[config.mk]
export PLATFORM = sky130hd
export DESIGN_NAME = fx_select_sequencer
export DESIGN_NICKNAME = d
export VERILOG_FILES = /design/src/rtl/fx_pkg.sv /design/src/rtl/fx_select_sequencer_debounce.sv /design/src/rtl/fx_select_sequencer.sv
export SDC_FILE = /design/constraint.sdc
export NUM_CORES = 1
export LEC_CHECK = 0
export ABC_CLOCK_PERIOD_IN_PS = 4100
export CELL_PAD_IN_SITES_DETAIL_PLACEMENT = 0
export CELL_PAD_IN_SITES_GLOBAL_PLACEMENT = 1
export CORE_MARGIN = 10
export CORE_UTILIZATION = 40
export CTS_CLUSTER_SIZE = 40
export DETAILED_ROUTE_END_ITERATION = 10
export GPL_TIMING_DRIVEN = 0
export PLACE_DENSITY = 0.83
export SYNTH_ARGS = -nofsm -noshare
export SYNTH_HDL_FRONTEND = slang
export SYNTH_HIERARCHICAL = 1
export SYNTH_SLANG_ARGS = --single-unit
[constraint.sdc]
create_clock -name i_clk -period 4.1 [get_ports i_clk]
set_input_delay 1.025 -clock i_clk [delete_from_list [all_inputs] [get_ports i_clk]]
set_output_delay 1.025 -clock i_clk [all_outputs]
set_load 0.01 [all_outputs]
[src/rtl/fx_pkg.sv]
// Shared definitions for the seven-segment effects select sequencer:
// mode encodings, select width and the masked-advance helper.
package fx_pkg;

    localparam logic [1:0] MODE_MANUAL = 2'b00;
    localparam logic [1:0] MODE_AUTO   = 2'b01;
    localparam logic [1:0] MODE_STEP   = 2'b10;

    localparam int SEL_W        = 4;
    localparam int NUM_PATTERNS = 2 ** SEL_W;

    typedef enum logic [1:0] {
        ST_MANUAL = 2'b00,
        ST_AUTO   = 2'b01,
        ST_STEP   = 2'b10
    } fx_state_e;

    typedef struct packed {
        logic             found;
        logic [SEL_W-1:0] idx;
    } next_sel_t;

    // Scan upward from sel+1 (wrapping) for the first unmasked pattern; sel itself is never a hit.
    function automatic next_sel_t next_unmasked(input logic [SEL_W-1:0]        sel,
                                                input logic [NUM_PATTERNS-1:0] mask);
        next_sel_t        res;
        logic [SEL_W-1:0] cand;
        res.found = 1'b0;
        res.idx   = sel;
        for (int i = 1; i < NUM_PATTERNS; i++) begin
            cand = sel + SEL_W'(i);
            if (!res.found && !mask[cand]) begin
                res.found = 1'b1;
                res.idx   = cand;
            end else begin
                res = res;
            end
        end
        return res;
    endfunction

endpackage

[src/rtl/fx_select_sequencer_debounce.sv]
// Button conditioning: two-flop synchroniser, run-length debounce and
// rising-edge press detection that ignores a button held through reset.
module btn_debounce #(
    parameter int DEBOUNCE_CYCLES = 4
) (
    input  logic i_clk,
    input  logic i_rst_n,
    input  logic i_btn,
    output logic o_level,
    output logic o_press
);

    localparam int CW = (DEBOUNCE_CYCLES > 1) ? $clog2(DEBOUNCE_CYCLES) : 1;
    localparam logic [CW-1:0] CNT_LAST = CW'(DEBOUNCE_CYCLES - 1);

    logic          sync1_r;
    logic          sync2_r;
    logic [1:0]    fill_r;
    logic [CW-1:0] cnt_r;
    logic          level_r;
    logic          press_r;
    logic          armed_r;

    // Synchronise, debounce and detect presses; arming needs a low level after reset.
    always_ff @(posedge i_clk or negedge i_rst_n) begin
        if (!i_rst_n) begin
            sync1_r <= 1'b0;
            sync2_r <= 1'b0;
            fill_r  <= 2'd0;
            cnt_r   <= '0;
            level_r <= 1'b0;
            press_r <= 1'b0;
            armed_r <= 1'b0;
        end else begin
            sync1_r <= i_btn;
            sync2_r <= sync1_r;
            press_r <= 1'b0;
            if (fill_r != 2'd2) begin
                fill_r <= fill_r + 2'd1;
            end
            if (sync2_r != level_r) begin
                if (cnt_r == CNT_LAST) begin
                    level_r <= sync2_r;
                    cnt_r   <= '0;
                    press_r <= sync2_r & armed_r;
                    if (!sync2_r) begin
                        armed_r <= 1'b1;
                    end
                end else begin
                    cnt_r <= cnt_r + CW'(1);
                end
            end else begin
                cnt_r <= '0;
                // Until the synchroniser holds a real sample it still shows its reset value.
                if ((fill_r == 2'd2) && !level_r) begin
                    armed_r <= 1'b1;
                end
            end
        end
    end

    assign o_level = level_r;
    assign o_press = press_r;

endmodule

[src/rtl/fx_select_sequencer.sv]
// Pattern select sequencer: manual, auto (dwell on counter wraps) and step
// (button) modes, with masked advance and a change pulse for downstream logic.
module fx_select_sequencer
    import fx_pkg::*;
#(
    parameter int DEBOUNCE_CYCLES = 4,
    parameter int DWELL_WRAPS     = 16
) (
    input  logic                    i_clk,
    input  logic                    i_rst_n,
    input  logic [1:0]              i_mode,
    input  logic [SEL_W-1:0]        i_manual_sel,
    input  logic                    i_btn_next,
    input  logic [NUM_PATTERNS-1:0] i_skip_mask,
    input  logic                    i_count_wrap,
    output logic [SEL_W-1:0]        o_sel,
    output logic                    o_changed,
    output logic [1:0]              o_mode
);

    localparam int DW = (DWELL_WRAPS > 1) ? $clog2(DWELL_WRAPS) : 1;
    localparam logic [DW-1:0] DWELL_LAST = DW'(DWELL_WRAPS - 1);

    logic [1:0]       mode_s1_r;
    logic [1:0]       mode_s2_r;
    fx_state_e        state_r;
    fx_state_e        next_state_s;
    logic [SEL_W-1:0] sel_r;
    logic             changed_r;
    logic [DW-1:0]    dwell_r;
    logic             btn_level_s;
    logic             btn_press_s;
    logic             press_s;
    next_sel_t        adv_s;

    btn_debounce #(
        .DEBOUNCE_CYCLES(DEBOUNCE_CYCLES)
    ) u_btn (
        .i_clk  (i_clk),
        .i_rst_n(i_rst_n),
        .i_btn  (i_btn_next),
        .o_level(btn_level_s),
        .o_press(btn_press_s)
    );

    // Two-flop synchroniser for the asynchronous mode pins.
    always_ff @(posedge i_clk or negedge i_rst_n) begin
        if (!i_rst_n) begin
            mode_s1_r <= 2'b00;
            mode_s2_r <= 2'b00;
        end else begin
            mode_s1_r <= i_mode;
            mode_s2_r <= mode_s1_r;
        end
    end

    // Decode the synced mode and precompute the masked advance target.
    always_comb begin
        next_state_s = ST_MANUAL;
        case (mode_s2_r)
            MODE_AUTO: next_state_s = ST_AUTO;
            MODE_STEP: next_state_s = ST_STEP;
            default:   next_state_s = ST_MANUAL;
        endcase
        press_s = btn_press_s & btn_level_s;
        adv_s   = next_unmasked(sel_r, i_skip_mask);
    end

    // Mode FSM with select register, dwell counter and change pulse.
    always_ff @(posedge i_clk or negedge i_rst_n) begin
        if (!i_rst_n) begin
            state_r   <= ST_MANUAL;
            sel_r     <= '0;
            changed_r <= 1'b0;
            dwell_r   <= '0;
        end else begin
            changed_r <= 1'b0;
            if (next_state_s != state_r) begin
                // Events coinciding with a mode switch are dropped; the new rules start next cycle.
                state_r <= next_state_s;
                dwell_r <= '0;
            end else begin
                case (state_r)
                    ST_MANUAL: begin
                        sel_r     <= i_manual_sel;
                        changed_r <= (i_manual_sel != sel_r);
                        dwell_r   <= '0;
                    end
                    ST_AUTO: begin
                        if (press_s || (i_count_wrap && (dwell_r == DWELL_LAST))) begin
                            dwell_r <= '0;
                            if (adv_s.found) begin
                                sel_r     <= adv_s.idx;
                                changed_r <= 1'b1;
                            end
                        end else if (i_count_wrap) begin
                            dwell_r <= dwell_r + DW'(1);
                        end
                    end
                    ST_STEP: begin
                        dwell_r <= '0;
                        if (press_s && adv_s.found) begin
                            sel_r     <= adv_s.idx;
                            changed_r <= 1'b1;
                        end
                    end
                    default: begin
                        state_r <= ST_MANUAL;
                        dwell_r <= '0;
                    end
                endcase
            end
        end
    end

    assign o_sel     = sel_r;
    assign o_changed = changed_r;
    assign o_mode    = state_r;

endmodule

[After elaboration in Yosys (flattened, before gate mapping)]
Cells that the tools add are included.
Storage, ports and cells
  register bits after elaboration: 24
  latch bits: 0
  RAM bits: 0
  ROM bits: 0
  input port bits: 26
  output and inout bits: 7
  logic and storage cells: 190
  memories: 0
Cells by class
  add/sub/neg operators: 18
  multiply operators: 0
  div/mod/pow operators: 0
  magnitude comparators: 15
  equality and inequality tests: 18
  shift-type cells: 0
  muxes and demuxes: 69
  bitwise gates (word level): 3
  reductions and logical operators: 54
Operators by type and width (count)
  $lt A4 B5 Y1 const B: 15
  $mux W5: 15
  $bmux W1 S4: 15
  $add A4 B4 Y4 const B: 8
  $logic_not A1 Y1: 29
  $mux W4: 7
  $mux W1: 25
  $logic_and A1 B1 Y1: 17
  $add A4 B3 Y4 const B: 4
  $ne A2 B2 Y1 const B: 6
  $pmux W4 S3: 1
  $add A4 B1 Y4 const B: 2
  $add A4 B2 Y4 const B: 2
  $eq A2 B2 Y1 const B: 4
  $mux W2: 4
  $reduce_and A5 Y1: 1
  $add A2 B1 Y2 const B: 2
  $eq A2 B1 Y1 const B: 2
  $eq A4 B4 Y1 const B: 1
  $ne A4 B4 Y1: 1
  $ne A4 B4 Y1 const B: 1
  $pmux W2 S2: 1
  $pmux W1 S3: 1
  $reduce_and A3 Y1: 1
  other kinds (11): 12

[Longest topological paths before layout]
Gate-level depths: netlist (run 1).
  word-level depth: 50
  gate-level depth with buffers: 15
  mapped depth without buffers: 11

[Modules after synthesis]
The synthesis (run 1) kept the hierarchy.
Modules (own cells, without submodules)
  fx_select_sequencer: instances 1, cells an instance 336, area an instance 3174.3 um^2, sequential area each 375.4 um^2
  btn_debounce: instances 1, cells an instance 25, area an instance 345.3 um^2, sequential area each 225.2 um^2

[Least setup slack after synthesis (run 1)]
No wires, ideal clock.
  path type: reg-to-reg
  from: register sel_r[1] (netlist: o_sel[1])
  to: register sel_r[1] (netlist: o_sel[1])
  setup time: 126 ps
  arrival time: 3844 ps
  data required time: 3974 ps
  path slack: 130 ps
  cell stages (with the launch flop): 15
  buffers on the path: 4
  clock period less this slack: 3970 ps
  path through: dfrtp_1 > buf_4 > clkbuf_4 > inv_1 > ha_1 > buf_4 > buf_2 > mux4_2 > mux4_2 > nand3_4 > or4_4 > or4_4 > a41oi_2 > mux2i_1 > o21ai_1
Between the ends
  cells in the longest elaborated chain, start to end: 49
  elaborated cells on any way between the ends: 110
  classes of those cells: add/sub: 15; eq/ne: 2; mux: 49; reduce/logical: 44
RTL lines
  from (decl): RTL line fx_select_sequencer.sv:28  | logic [SEL_W-1:0] sel_r;
  from (signal assigned): RTL line fx_select_sequencer.sv:85  | sel_r <= i_manual_sel;
  from (signal assigned): RTL line fx_select_sequencer.sv:93  | sel_r <= adv_s.idx;
  from (signal assigned): RTL line fx_select_sequencer.sv:103  | sel_r <= adv_s.idx;
  $add A4 B1 Y4: RTL line fx_pkg.sv:31  | cand = sel + SEL_W'(i);
  $bmux W1 S4: RTL line fx_pkg.sv:32  | if (!res.found && !mask[cand]) begin
  $mux W1 (implied by the code): RTL line fx_pkg.sv:32
  $mux W5: RTL line fx_pkg.sv:32
  $logic_not A1 Y1: RTL line fx_pkg.sv:32
  $logic_and A1 B1 Y1: RTL line fx_pkg.sv:32
  $mux W5: RTL line fx_pkg.sv:32
  $logic_not A1 Y1: RTL line fx_pkg.sv:32
  [33 not listed]
  $logic_and A1 B1 Y1: RTL line fx_pkg.sv:32
  $mux W5: RTL line fx_pkg.sv:32
  $logic_not A1 Y1: RTL line fx_pkg.sv:32
  $logic_and A1 B1 Y1: RTL line fx_pkg.sv:32
  $mux W5 (*): RTL line fx_pkg.sv:32
  $mux W4 / $logic_and A1 B1 Y1 (equally long branches): RTL line fx_select_sequencer.sv:92, fx_select_sequencer.sv:102
  $mux W4 / $ne A2 B2 Y1 (equally long branches)
  $pmux W4 S3 / $reduce_and A5 Y1 (equally long branches)
Mark *: on every way between the ends. The rest lies on a longest branch, timed or not. The select of a mux whose other input is x is not followed.
A chain may end at the register's enable or synchronous reset.

[Final worst setup path (run 1)]
  from: input i_skip_mask[15]
  to: register sel_r[1] (netlist: o_sel[1])
Between the ends
  cells in the longest elaborated chain, start to end: 48
  elaborated cells on any way between the ends: 95
  classes of those cells: eq/ne: 2; mux: 49; reduce/logical: 44
RTL lines
  from (decl): RTL line fx_select_sequencer.sv:14  | input logic [NUM_PATTERNS-1:0] i_skip_mask,
  $bmux W1 S4: RTL line fx_pkg.sv:32
  $mux W1 (implied by the code): RTL line fx_pkg.sv:32
  $mux W5: RTL line fx_pkg.sv:32
  $logic_not A1 Y1: RTL line fx_pkg.sv:32
  $logic_and A1 B1 Y1: RTL line fx_pkg.sv:32
  $mux W5: RTL line fx_pkg.sv:32
  $logic_not A1 Y1: RTL line fx_pkg.sv:32
  $logic_and A1 B1 Y1: RTL line fx_pkg.sv:32
  [32 not listed]
  $logic_and A1 B1 Y1: RTL line fx_pkg.sv:32
  $mux W5: RTL line fx_pkg.sv:32
  $logic_not A1 Y1: RTL line fx_pkg.sv:32
  $logic_and A1 B1 Y1: RTL line fx_pkg.sv:32
  $mux W5 (*): RTL line fx_pkg.sv:32
  $mux W4 / $logic_and A1 B1 Y1 (equally long branches): RTL line fx_select_sequencer.sv:92, fx_select_sequencer.sv:102
  $mux W4 / $ne A2 B2 Y1 (equally long branches)
  $pmux W4 S3 / $reduce_and A5 Y1 (equally long branches)
Marks and branches as above.

==> results of run 1 <==
-- metal layers --
metal / vias up / global-route usage
met5: - / 0
met4: 0 / 0.0409
li1: 1528 / -
met1: 1594 / 0.213
met2: 161 / 0.261
met3: 18 / 0.0220
-- flip-flops by register name, summed over array words and instances (netlist names) --
name           flops
u_btn/o_press      1
mode_s1_r          2
dwell_r            4
mode_s2_r          2
u_btn/sync2_r      1
u_btn/cnt_r        2
o_changed          1
o_mode             2
o_sel              4
u_btn/armed_r      1
u_btn/fill_r       2
u_btn/o_level      1
u_btn/sync1_r      1
-- per-stage QoR --
step / instance area (µm²) / util / cells
after CTS: 4120 / 0.477 / 514
after detailed placement: 3980 / 0.460 / 501
final: 4250 / 0.492 / 526
after floorplan: 3520 / - / 361
after global routing: 4250 / 0.492 / 526
after global placement: 3980 / 0.460 / 501
-- cells by family (layout without fill, tap and decap cells) --
group	count (synthesis)	in the layout	share of synthesized area
AND/OR/NAND/NOR	109	109	0.165
AO/OA/AOI/OAI	89	89	0.183
multiplexers	68	68	0.300
buffers and inverters	33	90	0.0498
flip-flops	24	24	0.171
XOR/XNOR	22	22	0.0739
adder cells (fa/ha/maj)	16	16	0.0569
-- cells in the final DEF, fill, tap and decap left out, types with 3 or more instances in the layout --
cell type        Yosys  layout
a211oi_1             4       4
a21oi_1             22      21
a221oi_1             3       3
a31oi_1              3       3
and2_1               3       3
and3_1               3       3
buf_2                5       4
buf_4                2      22
buf_6                3       4
clkbuf_8             0       4
clkdlybuf4s50_1      0      32
dfrtp_1             24      22
ha_1                16      16
inv_1               16      15
mux2_1               7       3
mux2_2              10      14
mux2i_1             23      23
mux4_2              24      25
nand2_1             29      29
nand2b_1             4       4
nand3_1              4       4
nand4_1              6       6
nor2_1              27      27
nor2b_1              4       4
nor3_1               8       8
nor4_1               5       5
o211ai_1             4       4
o21a_1               3       3
o21ai_0              8       8
o21ai_1              3       3
o22ai_1              9       9
o31ai_1              3       3
xnor2_1             10       9
xnor2_2              3       4
xor2_1               6       6
-- layout make-up --
cell class                 count  area (µm²)
fill                         803        4390
clock buffer                   4        55.1
timing repair buffer          54         485
multi-input combinational    304        2760
buffer                        14         143
inverter                      18        71.3
sequential                    24         603
tap                          108         135
-- repair_timing --
action	in CTS	in global routing
buffers inserted	9	13
pin swaps	1	5
resized for setup	7	14
endpoints found under the setup margin	5	4
-- worst max path at each step --
stage / end / from / cells past startpoint
floorplan: o_sel[1] / o_sel[1] / 14
global route: o_sel[2] / o_sel[0] / 14
CTS: o_sel[1] / i_skip_mask[15] / 9
detailed placement: o_sel[1] / o_sel[1] / 14
global placement: o_sel[1] / o_sel[1] / 14
finish: o_sel[1] / i_skip_mask[15] / 9
==> out/results.tsv, run 1 <==
metric	value	unit
slew_headroom	0.319	
ys_seq_area_frac	0.171	
syn_avg_cell_area	9.75	µm²
hp-start	mode_s1_r[1]	
syn_nets	403	
drtPass1Iterations	5	
fmax	0.248	GHz
slew_viol_final	0	
finalSetupTns	0	ns
worst_pin_slew	1.02	ns
clkTransAtPathRegs	0.08	ns
cts-buffers-inserted	3	
finalHoldViolCount	0	
grtUsageTotal	0.159	
min_period_over_period	0.983	
setup_viol	0	
regToRegSetupSlack	0.14	ns
cts_tree	yes	
clkLatencyLatePin	0.27	ns
place_worst_setup_slack	-0.435	ns
dieArea	13000	µm²
clockBufferDepth	2	
synth_cell_types	76	
die_w	114	µm
crit_chain	clkdlybuf4s50_1 -> mux4_2 -> mux4_2 -> nand4_4 -> or4_4 -> or4_4 -> a41oi_2 -> mux2i_1 -> o21ai_1	
overflow	0	
grt_start_max_net_pins	25	
netlist_top_cells_area	dfrtp_1, mux4_2, mux2i_1	
vias	3301	
gp_congestion	0.940	
hpwl	8.20	mm
critPathMaxStageDelay	0.59	ns
cts-root-buf	clkbuf_8	
rows	34	
synth.top_cells.by_count	nand2_1, nor2_1, dfrtp_1, mux4_2, mux2i_1	
first_global_vias	3173	
min-delay-path-class	reg2reg	
synth.most_common_cell	nand2_1	
end_kind	register	
drt-wirelength-per-cell	20.0	µm
ant_nets	0	
antenna_found_initial	0	
setup_slack	0.0715	ns
crit_family	simple AND/OR/NAND/NOR gates	
worstHoldEndpoint	mode_s2_r[1]	
die_h	114	µm
cpMaxStageDelayCell	or4_4	
cp.arrival	4.17	ns
ys_warn_count	6	
numClockSinks	24	
period_minus_slack	4.03	ns
synth_seq_cells	24	
startpoint_type	input pin	
drive_gt1_frac	0.249	
h-tree-depth	1	
drc_errors	0	
routed_via_density	6.28	
grt_pass1_wl	17.1	mm
path_class	in2reg	
wl_met1	4.39	mm
antenna-diode-count	0	
io_pins	33	
io_buffers	32	
maxCapViolCount	0	
synth_cells	361	
worstPathRequired	4.24	ns
path_buf_inv	1	
synth_edf_count	0	
routed_wl	10.5	mm
synthesis.area	3520	µm²
nets	461	
synth.top_cell.area_share	0.171	
initial_utilization	0.408	
met2WireLength	5.20	mm
status	finished clean	
r2r_end	o_sel[1]	
hold_path_depth	0	
r2r_cells	14	
wl_met3	741	µm
drt-initial-drc-count	280	
reg2reg_from	o_sel[0]	
whs	0.357	ns
routed.top_layer	met4	
cp_max_fo	9	
finClkSkew	0.00722	ns
async_flop_share	1.00	
synth_top_area_cell	dfrtp_1	
syn_to_final_growth	20.8	%
ys.flop_type	dfrtp_1	
cts_hold_buf	0	
core-area	8640	µm²
Power of run 1 is left out: the tool's default activity adds up to more than one toggle a clock period on the data nets, which glitch-free logic cannot reach.
==> run 2: changes to the inputs <==
Settings changed: CAP_MARGIN set to 25.
==> run 2 against run 1 <==
Against the previous run:
- die area unchanged
- cell area increased by 0.65%
- count of clock-buffer cells in the layout unchanged
- register-to-register slack about the same
- first-iteration DRC count increased by 6.1%
- sequential share of layout area decreased by 0.091 points
- global-route usage unchanged
- final cell count increased by 0.19%
- highest routed layer unchanged
==> out/results.tsv, run 2 (synthesis results as in run 1) <==
metric	value	unit	change
routed_via_density	6.30		+0.38%
numClockSinks	24		unchanged
period_minus_slack	4.00	ns	-0.0268 ns
drtPass1Iterations	5		unchanged
first_global_vias	3173		unchanged
grt_start_max_net_pins	25		unchanged
core-area	8640	µm²	unchanged
routed_wl	10.6	mm	+0.38%
worstPathRequired	4.24	ns	about the same
fmax	0.250	GHz	+0.67%
finClkSkew	0.00665	ns	-0.000566 ns
r2r_cells	14		unchanged
gp_congestion	0.940		unchanged
nFillCells	794		-1.1%
maxCapViolCount	0		unchanged
syn_to_final_growth	21.5	%	
h-tree-depth	1		unchanged
startpoint_type	input pin		
min_period_over_period	0.976		-0.00654
grt_pass1_wl	17.1	mm	unchanged
end_kind	register		
finalSetupTns	0	ns	unchanged
hp-start	mode_s1_r[1]		
drt-wirelength-per-cell	20.0	µm	+0.19%
r2r_end	o_sel[1]		
finalHoldViolCount	0		unchanged
cp.arrival	4.14	ns	-0.03 ns
io_buffers	32		unchanged
final_cell_mix	clkdlybuf4s50_1, nand2_1, nor2_1		
setup_viol	0		unchanged
worstHoldEndpoint	mode_s2_r[1]		
multiInputGateArea	2760	µm²	unchanged
clkTransAtPathRegs	0.08	ns	about the same
min-delay-path-class	reg2reg		
die_h	114	µm	unchanged
slew_viol_final	0		unchanged
nets	462		+0.22%
initial_utilization	0.408		unchanged
slew_headroom	0.440		+0.121
hold_path_depth	0		unchanged
status	finished clean		
layout_commonest_cell	clkdlybuf4s50_1		
dpl-instance-area	3980	µm²	unchanged
drive_gt1_frac	0.251		+0.00179
die_w	114	µm	unchanged
whs	0.357	ns	-0.000182 ns
cts_tree	yes		
antenna-diode-count	0		unchanged
vias	3320		+0.58%
grtUsageTotal	0.159		unchanged
overflow	0		unchanged
antenna_found_initial	0		unchanged
dieArea	13000	µm²	unchanged
worst_pin_slew	0.817	ns	-0.201 ns
path_class	in2reg		
drc_errors	0		unchanged
post-route-cell-area	4280	µm²	+0.65%
reg2reg_from	o_sel[0]		
cp_max_fo	9		unchanged
regArea	603	µm²	unchanged
clkLatencyLatePin	0.27	ns	about the same
clockBufferDepth	2		unchanged
rows	34		unchanged
io_pins	33		unchanged
drt-initial-drc-count	297		+6.1%
cts-buffers-inserted	3		unchanged
cts-root-buf	clkbuf_8		
ant_nets	0		unchanged
regToRegSetupSlack	0.15	ns	about the same
hpwl	8.20	mm	unchanged
==> run 2: changes by cell type in the layout (fill, tap and decap cells not counted), sizes merged <==
cell and change:
buf +1
==> run 2: critical path, cell delays in order <==
cell and delay [ns]:
clkdlybuf4s50_1 0.56, mux4_2 0.39, mux4_2 0.38, nand4_4 0.16, or4_4 0.59, or4_4 0.52
a41oi_2 0.21, mux2i_1 0.21, o21ai_1 0.10
==> run 2: final cells by class <==
class / count / area share
flip-flops and latches: 24 / 0.141
inverters: 18 / 0.0167
multi-input cells: 304 / 0.645
repair buffers: 55 / 0.120
clock buffers: 4 / 0.0129
plain buffers: 14 / 0.0333
well taps: 108 / 0.0316
==> run 2: layer usage <==
metal,global-route usage,wire length [µm],up-vias
li1,-,-,1530
met4,0.0409,210,0
met2,0.261,5140,171
met3,0.0220,796,20
met1,0.213,4410,1599
met5,0,0,-
==> run 2: repair_timing <==
item,CTS,global route
resized for setup,7,14
endpoints found under the setup margin,5,4
hold buffers,0,0
buffers inserted,9,13
hold endpoints to repair,0,0
pin swaps,1,5
==> run 2: worst max path at each step <==
stage,startpoint,end,slack (ns)
floorplan,o_sel[1],o_sel[1],0.13
global placement,o_sel[1],o_sel[1],-0.45
global route,o_sel[0],o_sel[2],-0.008
detailed placement,o_sel[1],o_sel[1],-0.43
finish,i_skip_mask[15],o_sel[1],0.1
CTS,i_skip_mask[15],o_sel[1],0.05
==> run 2: per-stage QoR <==
stage,std cells,setup WS (ns),util
floorplan,361,0.130,-
global placement,501,-0.450,0.460
detailed placement,501,-0.435,0.460
CTS,514,0.0524,0.477
global route,527,-0.00816,0.495
finish,527,0.0983,0.495
Power of run 2 is left out for the same reason.
==> run 3: changes to the inputs <==
Settings changed: ABC_CLOCK_PERIOD_IN_PS 4100 to 4900, PLACE_DENSITY 0.83 to 0.8.
Clock period 4.1 ns to 4.9 ns, I/O delays scaled along.
==> run 3 against run 2 <==
Against the previous run:
- hold slack worse by 0.0052 ns
- count of clock-buffer cells in the layout shrank 1
- critical path type is now reg2reg
- non-clock buffer count is 21 lower
- final cell count shrank 4.2%
- setup slack improved by 0.17 ns
- sequential share of layout area grew 0.75 points
- clock skew is 0.0048 ns lower
- first-iteration DRC count grew 15%
==> out/results.tsv, run 3 (synthesis results as in run 1) <==
metric	value	unit	change
first_global_vias	3056		-3.7%
io_pins	33		unchanged
cp.arrival	4.76	ns	+0.62 ns
finalHoldViolCount	0		unchanged
hold_path_depth	0		unchanged
r2r_cells	14		unchanged
finalSetupTns	0	ns	unchanged
cts_tree	yes		
ant_nets	0		unchanged
grt_start_max_net_pins	25		unchanged
final_core_util	0.468		-0.0271
clkLatencyLatePin	0.26	ns	about the same
period_minus_slack	4.63	ns	
slew_headroom	0.423		-0.0163
min-delay-path-class	reg2reg		
finClkSkew	0.00183	ns	-0.00483 ns
cts_hold_buf	0		unchanged
die_w	114	µm	unchanged
clockBufferDepth	2		unchanged
die_h	114	µm	unchanged
multiInputGateArea	2740	µm²	-0.50%
grt_pass1_wl	16.1	mm	-5.4%
dieArea	13000	µm²	unchanged
vias	3207		-3.4%
numClockSinks	24		unchanged
antenna-diode-count	0		unchanged
maxCapViolCount	0		unchanged
globalRouteMet2Util	0.249		-0.0126
grtUsageTotal	0.150		-0.00864
min_period_over_period	0.946		
fmax	0.216	GHz	
cp_max_fo	10		+1
grt_setup_unrepaired	no		
clkTransAtPathRegs	0.07	ns	about the same
grt_busiest_layer	met2		
h-tree-depth	1		unchanged
worstPathRequired	5.03	ns	+0.79 ns
cts-buffers-inserted	3		unchanged
nFillCells	822		+3.5%
placedCellCount	501		unchanged
whs	0.351	ns	-0.00516 ns
crit_chain	buf_4 -> clkbuf_4 -> inv_1 -> ha_1 -> buf_4 -> buf_2 -> mux4_2 -> mux4_2 -> nand3_4 -> or4_4 -> or4_4 -> a41oi_2 -> mux2i_1 -> o21ai_1		
nets	441		-4.5%
routed_wl	10.1	mm	-4.6%
cpMaxStageDelayCell	or4_4		
final_cell_mix	clkdlybuf4s50_1, nand2_1, nor2_1		
overflow	0		unchanged
slew_viol_final	0		unchanged
cts_resized	0		-7
drc_errors	0		unchanged
core-area	8640	µm²	unchanged
rows	34		unchanged
drtPass1Iterations	5		unchanged
setup_viol	0		unchanged
drt-wirelength-per-cell	19.9	µm	-0.46%
drive_gt1_frac	0.179		-0.0718
use_met1	0.206		-0.00729
startpoint_type	register		
cts_setup_buffers	0		-9
layout_commonest_cell	clkdlybuf4s50_1		
io_buffers	32		unchanged
worst_pin_slew	0.841	ns	+0.0238 ns
hpwl	8.10	mm	-1.3%
initial_utilization	0.408		unchanged
gp_congestion	0.909		-3.3%
syn_to_final_growth	14.9	%	
stdcell_count	505		-4.2%
path_class	reg2reg		
antenna_found_initial	0		unchanged
end_kind	register		
routed_via_density	6.35		+0.80%
drt-initial-drc-count	341		+15%
met3_usage	0.0194		-0.00262
regArea	601	µm²	-0.41%
cts-root-buf	clkbuf_8		
critPathMaxStageDelay	0.60	ns	about the same
status	finished clean		
run 3: cell types whose count changed in the layout (fill, tap and decap cells not counted), moves of 2 or more:
cell     change
dfrtp_1      +2
mux2_1       +4
mux2_2       -4
dfrtp_2      -2
buf_12       -2
buf_4       -20
run 3: layer usage:
metal | wire length (µm) | part of all wire
met5 | 0 | 0
met2 | 4880 | 0.48
met3 | 676 | 0.067
met4 | 173 | 0.017
met1 | 4340 | 0.43
run 3: path summary, 6_finish.rpt:
path	startpoint	endpoint	slack, ns
worst max-delay path	o_sel[1]	o_sel[1]	0.27
worst min-delay path	mode_s1_r[0]	mode_s2_r[0]	0.35
worst max register to register	o_sel[1]	o_sel[1]	0.27
worst min register to register	mode_s1_r[0]	mode_s2_r[0]	0.35
max in group asynchronous	i_rst_n	u_btn/fill_r[0]	3.33
min in group asynchronous	i_rst_n	mode_s2_r[1]	1.19
run 3: through the flow:
stage	setup slack (ns)	cell area, µm²
after CTS	0.260	4020
after detailed placement	0.283	3980
after global routing	0.0266	4040
after global placement	0.292	3980
final	0.266	4040
after floorplan	0.930	3520
run 3: worst max-delay path: cells and delay by family (launching register included):
family / cells / cell delay, ns
simple gates: 3 / 1.26
buf+inv: 5 / 1.16
mux: 3 / 0.94
flops: 1 / 0.47
compound gates: 2 / 0.33
fa+ha+maj: 1 / 0.32
run 3: layout make-up:
cell class,count,share of cell area
Multi-Input combinational cell,304,0.679
Sequential cell,24,0.149
Timing Repair Buffer,33,0.0860
Tap cell,108,0.0334
Buffer,15,0.0266
Inverter,18,0.0167
Clock buffer,3,0.0102
Power of run 3 is left out for the same reason.
